`src/rtl/div_issue_arbiter.sv`:
```
// div_issue_arbiter
//   Shares one integer divide unit between NUM_REQ execute lanes. A round-robin
//   arbiter picks a lane while IDLE, the operands are registered on the grant
//   edge and held on du_* for the whole operation, and the result is buffered
//   together with its rd / completion-buffer tag until writeback takes it.
//   The divide unit cannot be aborted, so a flush during an operation parks
//   the block in DRAIN until du_done, and then the result is thrown away.
//
// Ports
//   CLK, nRST          clock, asynchronous active-low reset
//   flush              kill in-flight / pending divide work
//   req_*              per-lane request (lane 0 in the LSBs of packed buses)
//   req_ready          grant, one-hot or zero, only while IDLE
//   du_start/du_*      start pulse and held operands to the divide unit
//   du_done/du_wdata   divide-unit completion and result
//   resp_*             buffered tagged result, valid/ready handshake
//   busy               state != IDLE
module div_issue_arbiter #(
  parameter int NUM_REQ  = 2,
  parameter int CB_IDX_W = 3
) (
  input  logic                         CLK,
  input  logic                         nRST,
  input  logic                         flush,
  input  logic [NUM_REQ-1:0]           req_valid,
  output logic [NUM_REQ-1:0]           req_ready,
  input  logic [32*NUM_REQ-1:0]        req_rs1,
  input  logic [32*NUM_REQ-1:0]        req_rs2,
  input  logic [NUM_REQ-1:0]           req_signed,
  input  logic [NUM_REQ-1:0]           req_div_type,
  input  logic [5*NUM_REQ-1:0]         req_rd,
  input  logic [CB_IDX_W*NUM_REQ-1:0]  req_cb_idx,
  output logic                         du_start,
  output logic [31:0]                  du_rs1,
  output logic [31:0]                  du_rs2,
  output logic                         du_signed,
  output logic                         du_div_type,
  input  logic                         du_done,
  input  logic [31:0]                  du_wdata,
  output logic                         resp_valid,
  input  logic                         resp_ready,
  output logic [31:0]                  resp_data,
  output logic [4:0]                   resp_rd,
  output logic [CB_IDX_W-1:0]          resp_cb_idx,
  output logic [$clog2(NUM_REQ)-1:0]   resp_lane,
  output logic                         busy
);

  localparam int LANE_W = $clog2(NUM_REQ);

  typedef enum logic [2:0] {IDLE, START, WAIT, RESP, DRAIN} state_t;

  state_t              state_q, state_d;
  logic [LANE_W-1:0]   rr_ptr_q, rr_ptr_d;
  logic [LANE_W-1:0]   lane_q, lane_d;
  logic [31:0]         du_rs1_q, du_rs1_d, du_rs2_q, du_rs2_d;
  logic                du_signed_q, du_signed_d, du_div_type_q, du_div_type_d;
  logic [4:0]          rd_q, rd_d;
  logic [CB_IDX_W-1:0] cb_idx_q, cb_idx_d;
  logic [31:0]         resp_data_q, resp_data_d;

  // per-lane views of the packed request buses
  logic [NUM_REQ-1:0][31:0]         rs1_a, rs2_a;
  logic [NUM_REQ-1:0][4:0]          rd_a;
  logic [NUM_REQ-1:0][CB_IDX_W-1:0] cb_a;

  for (genvar g = 0; g < NUM_REQ; g++) begin : g_lane
    assign rs1_a[g] = req_rs1[g*32 +: 32];
    assign rs2_a[g] = req_rs2[g*32 +: 32];
    assign rd_a[g]  = req_rd[g*5 +: 5];
    assign cb_a[g]  = req_cb_idx[g*CB_IDX_W +: CB_IDX_W];
  end

  // round-robin pick: first valid lane at or after rr_ptr, wrapping upward
  int                idx;
  logic [LANE_W-1:0] cand;
  logic [LANE_W-1:0] grant_lane;
  logic              grant_found;
  logic              grant;

  always_comb begin
    idx         = 0;
    cand        = '0;
    grant_found = 1'b0;
    grant_lane  = '0;
    for (int k = 0; k < NUM_REQ; k++) begin
      idx  = (int'(rr_ptr_q) + k) % NUM_REQ;
      cand = LANE_W'(idx);
      if (!grant_found && req_valid[cand]) begin
        grant_found = 1'b1;
        grant_lane  = cand;
      end
    end
  end

  assign grant = (state_q == IDLE) && !flush && grant_found;

  always_comb begin
    req_ready = '0;
    if (grant) req_ready[grant_lane] = 1'b1;
  end

  always_comb begin
    state_d       = state_q;
    rr_ptr_d      = rr_ptr_q;
    lane_d        = lane_q;
    du_rs1_d      = du_rs1_q;
    du_rs2_d      = du_rs2_q;
    du_signed_d   = du_signed_q;
    du_div_type_d = du_div_type_q;
    rd_d          = rd_q;
    cb_idx_d      = cb_idx_q;
    resp_data_d   = resp_data_q;
    case (state_q)
      IDLE: begin
        if (grant) begin
          state_d       = START;
          rr_ptr_d      = LANE_W'((int'(grant_lane) + 1) % NUM_REQ);
          lane_d        = grant_lane;
          du_rs1_d      = rs1_a[grant_lane];
          du_rs2_d      = rs2_a[grant_lane];
          du_signed_d   = req_signed[grant_lane];
          du_div_type_d = req_div_type[grant_lane];
          rd_d          = rd_a[grant_lane];
          cb_idx_d      = cb_a[grant_lane];
        end
      end
      // START and WAIT differ only in du_start; du_done may already arrive
      // in START for the unit's early-out cases.
      START, WAIT: begin
        if (flush) begin
          state_d = du_done ? IDLE : DRAIN;
        end else if (du_done) begin
          resp_data_d = du_wdata;
          state_d     = RESP;
        end else begin
          state_d = WAIT;
        end
      end
      // flush takes priority but both simply retire the entry
      RESP:    if (flush || resp_ready) state_d = IDLE;
      DRAIN:   if (du_done) state_d = IDLE;
      default: state_d = IDLE;
    endcase
  end

  always_ff @(posedge CLK or negedge nRST) begin
    if (!nRST) begin
      state_q       <= IDLE;
      rr_ptr_q      <= '0;
      lane_q        <= '0;
      du_rs1_q      <= '0;
      du_rs2_q      <= '0;
      du_signed_q   <= 1'b0;
      du_div_type_q <= 1'b0;
      rd_q          <= '0;
      cb_idx_q      <= '0;
      resp_data_q   <= '0;
    end else begin
      state_q       <= state_d;
      rr_ptr_q      <= rr_ptr_d;
      lane_q        <= lane_d;
      du_rs1_q      <= du_rs1_d;
      du_rs2_q      <= du_rs2_d;
      du_signed_q   <= du_signed_d;
      du_div_type_q <= du_div_type_d;
      rd_q          <= rd_d;
      cb_idx_q      <= cb_idx_d;
      resp_data_q   <= resp_data_d;
    end
  end

  assign du_start    = (state_q == START);
  assign du_rs1      = du_rs1_q;
  assign du_rs2      = du_rs2_q;
  assign du_signed   = du_signed_q;
  assign du_div_type = du_div_type_q;
  assign resp_valid  = (state_q == RESP);
  assign resp_data   = resp_data_q;
  assign resp_rd     = rd_q;
  assign resp_cb_idx = cb_idx_q;
  assign resp_lane   = lane_q;
  assign busy        = (state_q != IDLE);

endmodule

```
`config.mk`:
```
export PLATFORM = sky130hd
export DESIGN_NAME = div_issue_arbiter
export DESIGN_NICKNAME = d
export VERILOG_FILES = /design/src/rtl/div_issue_arbiter.sv
export SDC_FILE = /design/constraint.sdc
export NUM_CORES = 1
export LEC_CHECK = 0
export BUFFER_PORTS_ARGS = -buffer_cell sky130_fd_sc_hd__buf_2
export CAP_MARGIN = 5
export CORE_ASPECT_RATIO = 1.4
export CORE_MARGIN = 8
export CORE_UTILIZATION = 46
export CTS_CLUSTER_DIAMETER = 120
export DETAILED_ROUTE_END_ITERATION = 8
export GPL_ROUTABILITY_DRIVEN = 0
export GPL_TIMING_DRIVEN = 0
export PLACE_DENSITY = 0.79
export REMOVE_ABC_BUFFERS = 1
export SYNTH_ARGS = -nofsm -noshare
export SYNTH_HDL_FRONTEND = slang
export SYNTH_SLANG_ARGS = --single-unit
```
`constraint.sdc`:
```
create_clock -name CLK -period 1.7 [get_ports CLK]
set_input_delay 0.34 -clock CLK [delete_from_list [all_inputs] [get_ports CLK]]
set_output_delay 0.34 -clock CLK [all_outputs]
set_load 0.005 [all_outputs]
```
# After elaboration in Yosys (flattened, before gate mapping)

Index checks and enable logic that the tools add are counted.

Reductions and logical operators: 13
Equality and inequality tests: 7
Magnitude comparators: 4
Muxes and demuxes: 30
Bitwise operators: 1
Add/sub/neg operators: 2

Operators with widths:

| operator            | count |
|---|---|
| $mux 32             | 4 |
| $mux 3              | 7 |
| $mux 1              | 14 |
| $pmux 3 s4          | 1 |
| $mux 5              | 2 |
| $eq 3x2->1 const B  | 2 |
| $lt 1x2->1 const B  | 3 |
| $reduce_and 3->1    | 2 |
| $logic_and 1x1->1   | 4 |
| $ne 2x2->1 const B  | 2 |
| $eq 3x1->1 const B  | 1 |
| $eq 3x3->1 const B  | 1 |
| $logic_not 3->1     | 1 |
| $reduce_bool 3->1   | 1 |
| $add 1x1->1 const B | 2 |
| $logic_not 1->1     | 2 |
| $mux 2              | 1 |
| $ne 2x1->1 const B  | 1 |
| $reduce_and 2->1    | 1 |
| $reduce_or 2->1     | 1 |
| $demux 1 s1         | 1 |
| $ge 1x1->1 const B  | 1 |
| $logic_or 1x1->1    | 1 |
| $not 1->1           | 1 |

Flip-flop bits (word level): 111
Output and inout port bits: 112
Input bits: 187
Word-level logic and storage cells: 67

# Depth between registers and ports, before layout

Word-level depth: 11
Gate-level depth with buffers: 7
Mapped depth without buffers: 3

# Least setup slack after synthesis

Ideal clock, no wire load.

Path type: register to output
Start: register state_q[2]
End: output req_ready[0]
Buffers on the path: 3
Required time: 1.360 ns
Path slack: 0.126 ns
Arrival time: 1.234 ns
Stages on the path, launching flop included: 7
Cell sequence: dfrtp_1 -> buf_2 -> nor2_4 -> buf_4 -> buf_2 -> nand3_1 -> nor2_1

Word-level cells in the longest chain between the ends: 4

RTL lines:

| item                           | line | source |
|---|---|---|
| start, declared                | 53   | `state_t state_q, state_d;` |
| start signal, assigned         | 160  | `state_q <= state_d;` |
| $logic_not 3->1                | 96   | `assign grant = (state_q == IDLE) && !flush && grant_found;` |
| $logic_and 1x1->1 (2 in a row) | 96   |  |
| $mux 2                         | 100  | `if (grant) req_ready[grant_lane] = 1'b1;` |
| end, declared                  | 26   | `output logic [NUM_REQ-1:0] req_ready,` |

No other way between the ends.

# Final worst setup path

Start: register state_q[1]
End: output busy

Word-level cells in the longest chain between the ends: 1

RTL lines:

| item              | line | source |
|---|---|---|
| $reduce_bool 3->1 | 183  | `assign busy = (state_q != IDLE);` |
| end, declared     | 46   | `output logic busy` |

No other way between the ends.

==> results.py <==
metrics = {
    "setup_path": {
        "crit-reg2reg-capture": "rr_ptr_q",
        "ff2ff_setup_slack_ns": 0.07,
        "crit_required_ns": 1.36,
        "timing.setup.critical_path_class": "reg -> out",
        "path_cells": "buf_6 > or3_1 > buf_2",
        "worstReg2RegStart": "state_q[2]",
        "worst_setup_path_end": "busy",
        "slowest_delay_ns": 0.44,
        "path_max_fanout": 5,
        "cpMaxStageDelayCell": "sky130_fd_sc_hd__dfrtp_2",
        "start_kind": "flip-flop",
        "reg2regPathDepth": 5,
        "critPathArrivalTime_ns": 1.41,
        "launch_point_of_the_worst_path": "state_q[1]",
        "crit_end_category": "output port",
    },
    "clock_tree": {
        "cts_hold_buffers": 0,
        "cts_inserted_buffers": 9,
        "clkSlewWorstSetupHoldPaths_ns": 0.08,
        "cts.path.max_buffers": 2,
        "number_of_clock_sinks": 111,
        "cts_root_buf": "sky130_fd_sc_hd__clkbuf_16",
        "ctsHtreeMaxLevel": 3,
        "cts_tree": "yes",
        "clock_insertion_delay_worst_skew_ns": 0.35,
    },
    "global_route": {
        "antenna_found_initial": 2,
        "grt_overflow_total": 0,
        "track_usage_pct": 27.0,
        "pin_count_of_the_biggest_net_entering_global_routing": 76,
        "grt_pass1_vias": 6349,
        "wire_length_of_the_first_global_routing_pass_um": 35600,
    },
    "finish": {
        "layout-drive-gt1-share_pct": 55.4,
        "fill_cells": 999,
        "net_total_in_the_final_layout": 1030,
        "register_area_sq_um": 2780,
        "multiInputGateArea_sq_um": 2950,
        "final_util_pct": 66.4,
        "synthToLayoutAreaGrowth_pct": 41.9,
    },
    "timing": {
        "finalSetupViolations": 3,
        "clock.fmax_mhz": 571,
        "final-max-slew-violation-count": 0,
        "report.final.hold_viol_count": 0,
        "grt_setup_unrepaired": "true",
        "fin_crit_ns": 1.75,
        "minimum_setup_slack_in_the_final_design_ns": -0.0500,
        "tightestPinTransition_ns": 0.691,
        "timing.hold.ws_ns": 0.0221,
        "clock-skew-final_ns": 0.00814,
        "worst_slew_margin_pct": 53.9,
        "final_min_period_over_clock_period_pct": 103,
    },
    "floorplan": {
        "floorplan.rows": 49,
        "initial_core_util_pct": 46.8,
        "die_area_sq_um": 16900,
        "fp.dieW_um": 112,
        "chipHeight_um": 151,
        "io_pins": 299,
        "core-area_sq_um": 12800,
    },
    "detailed_routing": {
        "wl_met3_um": 2250,
        "num_vias": 6046,
        "routedLengthMet1_um": 8350,
        "drtAntennaViolNets": 0,
        "met2WireLength_um": 12200,
        "topRoutingLayerUsed": "met4",
        "detailedRoute.firstPassIterationCount": 5,
        "drt-initial-drc-count": 368,
        "avgRoutedWirePerCell_um": 23.5,
        "routed_via_density": 6.02,
        "postRouteWirelength_um": 23600,
        "drc": 0,
    },
    "pwr": {
        "sw_share_pct": 37.7,
        "vdd_drop_max_mv": 0.801,
        "p_switching_uw": 5320,
        "comb_power_share_pct": 52.3,
        "p_per_area_nw_per_um2": 1670,
        "power_leakage_uw": 0.00368,
        "power_uw": 14100,
        "seq_power_share_pct": 32.9,
        "power.share.clock_pct": 14.8,
        "intPower_uw": 8800,
    },
    "synth": {
        "yosys.cell_types.count": 30,
        "ys.flop_type": "sky130_fd_sc_hd__dfrtp_1",
        "yosys_warnings": 0,
        "synth_enable_flop_cells": 0,
        "yosysSeqAreaShare_pct": 46.5,
        "netlist_instances": 546,
        "async_reset_ff_share_pct": 100,
        "syn_avg_cell_area_sq_um": 10.9,
        "post_synthesis_cell_area_sq_um": 5970,
        "ys_ff_latch": 111,
    },
    "worst_hold_path": {
        "holdCritPathClass": "in -> async",
    },
    "run": {
        "drv.max_cap_violation_count": 0,
    },
    "placed_design": {
        "detailed_place_hpwl_um": 14300,
        "minimum_setup_slack_after_placement_ns": -1.72,
        "placement.io_buffers": 298,
    },
    "run_status": {
        "outcome": "finished with violations",
        "violations_in_the_final_reports": "negative setup slack",
    },
}
[cell families after synthesis]
kind of cell              after synthesis  share of synthesized area (%)
AOI/OAI and AO/OA                     231                           29.4
muxes                                  34                           6.41
and+or+nand+nor                        96                           11.6
xor gates and xnor gates                1                          0.147
buffers and inverters                  73                           5.95
DFF                                   111                           46.5
[worst min path at each step]
stage                      start             to  slack [ns]  cells after the start
floorplan                   nRST    du_div_type        0.04                      0
global placement    resp_data[2]   resp_data[2]        0.47                      1
detailed placement          nRST  resp_data[26]        0.42                      1
CTS                         nRST  resp_data[26]        0.05                      1
global route                nRST  resp_data[26]        0.06                      1
finish                      nRST  resp_data[26]        0.02                      1
[worst max-delay path: cells and delay by family (launching register included)]
| kind | cells | cell delay (ns) |
|---|---|---|
| flip-flops | 1 | 0.44 |
| AND/OR/NAND/NOR | 1 | 0.35 |
| buffers and inverters | 2 | 0.28 |
[what timing repair did]
item | CTS | global route
cloned | 14 | 0
resized for setup | 15 | 8
endpoints found under the setup margin | 114 | 65
pin swaps | 6 | 3
hold endpoints to repair | 0 | 0
setup buffers | 21 | 15
[state kept, by name (all words and copies together), names as in the netlist]
name         cells
rr_ptr_q         1
resp_cb_idx      3
resp_rd          5
du_rs1          32
resp_data       32
resp_lane        1
du_rs2          32
state_q          3
du_div_type      1
du_signed        1
[cell usage after synthesis, types with 2 or more instances]
cell type,number,area [sq um]
sky130_fd_sc_hd__a211o_1,2,17.5
sky130_fd_sc_hd__a21oi_1,2,10.0
sky130_fd_sc_hd__a31oi_1,100,626
sky130_fd_sc_hd__a31oi_2,40,500
sky130_fd_sc_hd__a31oi_4,10,213
sky130_fd_sc_hd__buf_2,10,50.1
sky130_fd_sc_hd__buf_4,2,15.0
sky130_fd_sc_hd__buf_6,6,67.6
sky130_fd_sc_hd__clkbuf_1,53,199
sky130_fd_sc_hd__dfrtp_1,111,2780
sky130_fd_sc_hd__mux2_1,2,22.5
sky130_fd_sc_hd__mux2_2,32,360
sky130_fd_sc_hd__nand2b_1,3,18.8
sky130_fd_sc_hd__nand3_1,2,10.0
sky130_fd_sc_hd__nand3b_1,75,563
sky130_fd_sc_hd__nor2_1,5,18.8
sky130_fd_sc_hd__nor2b_1,2,12.5
sky130_fd_sc_hd__o21ai_0,76,380
sky130_fd_sc_hd__or3_1,2,12.5
[per-layer routing]
metal,GRT usage [%],vias up
met4,13.1,0
met1,28.0,2903
met5,0,-
met2,48.1,366
li1,-,2719
met3,9.22,58
[through the flow]
stage | std cells | setup TNS (ns) | cell area, sq um
after floorplan | 474 | -359.48 | 5620
after global placement | 925 | -743.51 | 7300
after detailed placement | 935 | -123.20 | 7550
after CTS | 986 | -0.0532 | 8330
after global routing | 1003 | -0.222 | 8470
final | 1005 | -0.0896 | 8470
[layout by cell type (no fill, tap or decap), types with 2 or more instances in the layout]
master	instances
sky130_fd_sc_hd__buf_2	296
sky130_fd_sc_hd__dfrtp_1	107
sky130_fd_sc_hd__a31oi_1	100
sky130_fd_sc_hd__o21ai_0	76
sky130_fd_sc_hd__nand3b_1	75
sky130_fd_sc_hd__a31oi_2	40
sky130_fd_sc_hd__buf_4	34
sky130_fd_sc_hd__mux2_2	32
sky130_fd_sc_hd__a31oi_4	10
sky130_fd_sc_hd__clkbuf_16	9
sky130_fd_sc_hd__bufbuf_16	6
sky130_fd_sc_hd__buf_16	5
sky130_fd_sc_hd__buf_12	5
sky130_fd_sc_hd__diode_2	4
sky130_fd_sc_hd__dfrtp_2	4
sky130_fd_sc_hd__inv_8	3
sky130_fd_sc_hd__nor2_2	3
sky130_fd_sc_hd__nand2b_1	3
sky130_fd_sc_hd__clkinvlp_4	3
sky130_fd_sc_hd__buf_6	3
sky130_fd_sc_hd__or3_1	2
sky130_fd_sc_hd__nor2_4	2
sky130_fd_sc_hd__or2_4	2
sky130_fd_sc_hd__nand3_4	2
sky130_fd_sc_hd__nor2b_4	2
sky130_fd_sc_hd__nor2_1	2
sky130_fd_sc_hd__and3_4	2
sky130_fd_sc_hd__mux2_1	2
sky130_fd_sc_hd__a211o_1	2
sky130_fd_sc_hd__a21oi_1	2
sky130_fd_sc_hd__or2_2	2
sky130_fd_sc_hd__buf_8	2
[cell type report]
type                            count  area share [%]
Multi-Input combinational cell    369            34.8
Clock buffer                       10            2.82
Timing Repair Buffer              351            26.4
Inverter                            1           0.133
Tap cell                          153            2.26
Antenna cell                        4           0.118
Clock inverter                      6           0.635
Sequential cell                   111            32.8
[power groups by stage]
| stage | sequential (uW) | combinational [uW] | clock [uW] |
|---|---|---|---|
| 2_1_floorplan | 4820 | 3030 | 0 |
| 3_5_place_dp | 4730 | 6140 | 0 |
| 4_1_cts | 4630 | 7180 | 2120 |
| 3_3_place_gp | 4620 | 5190 | 0 |
| 6_report | 4640 | 7380 | 2090 |
| 5_1_grt | 4810 | 7930 | 2250 |
(Power assumes the default switching activity.)
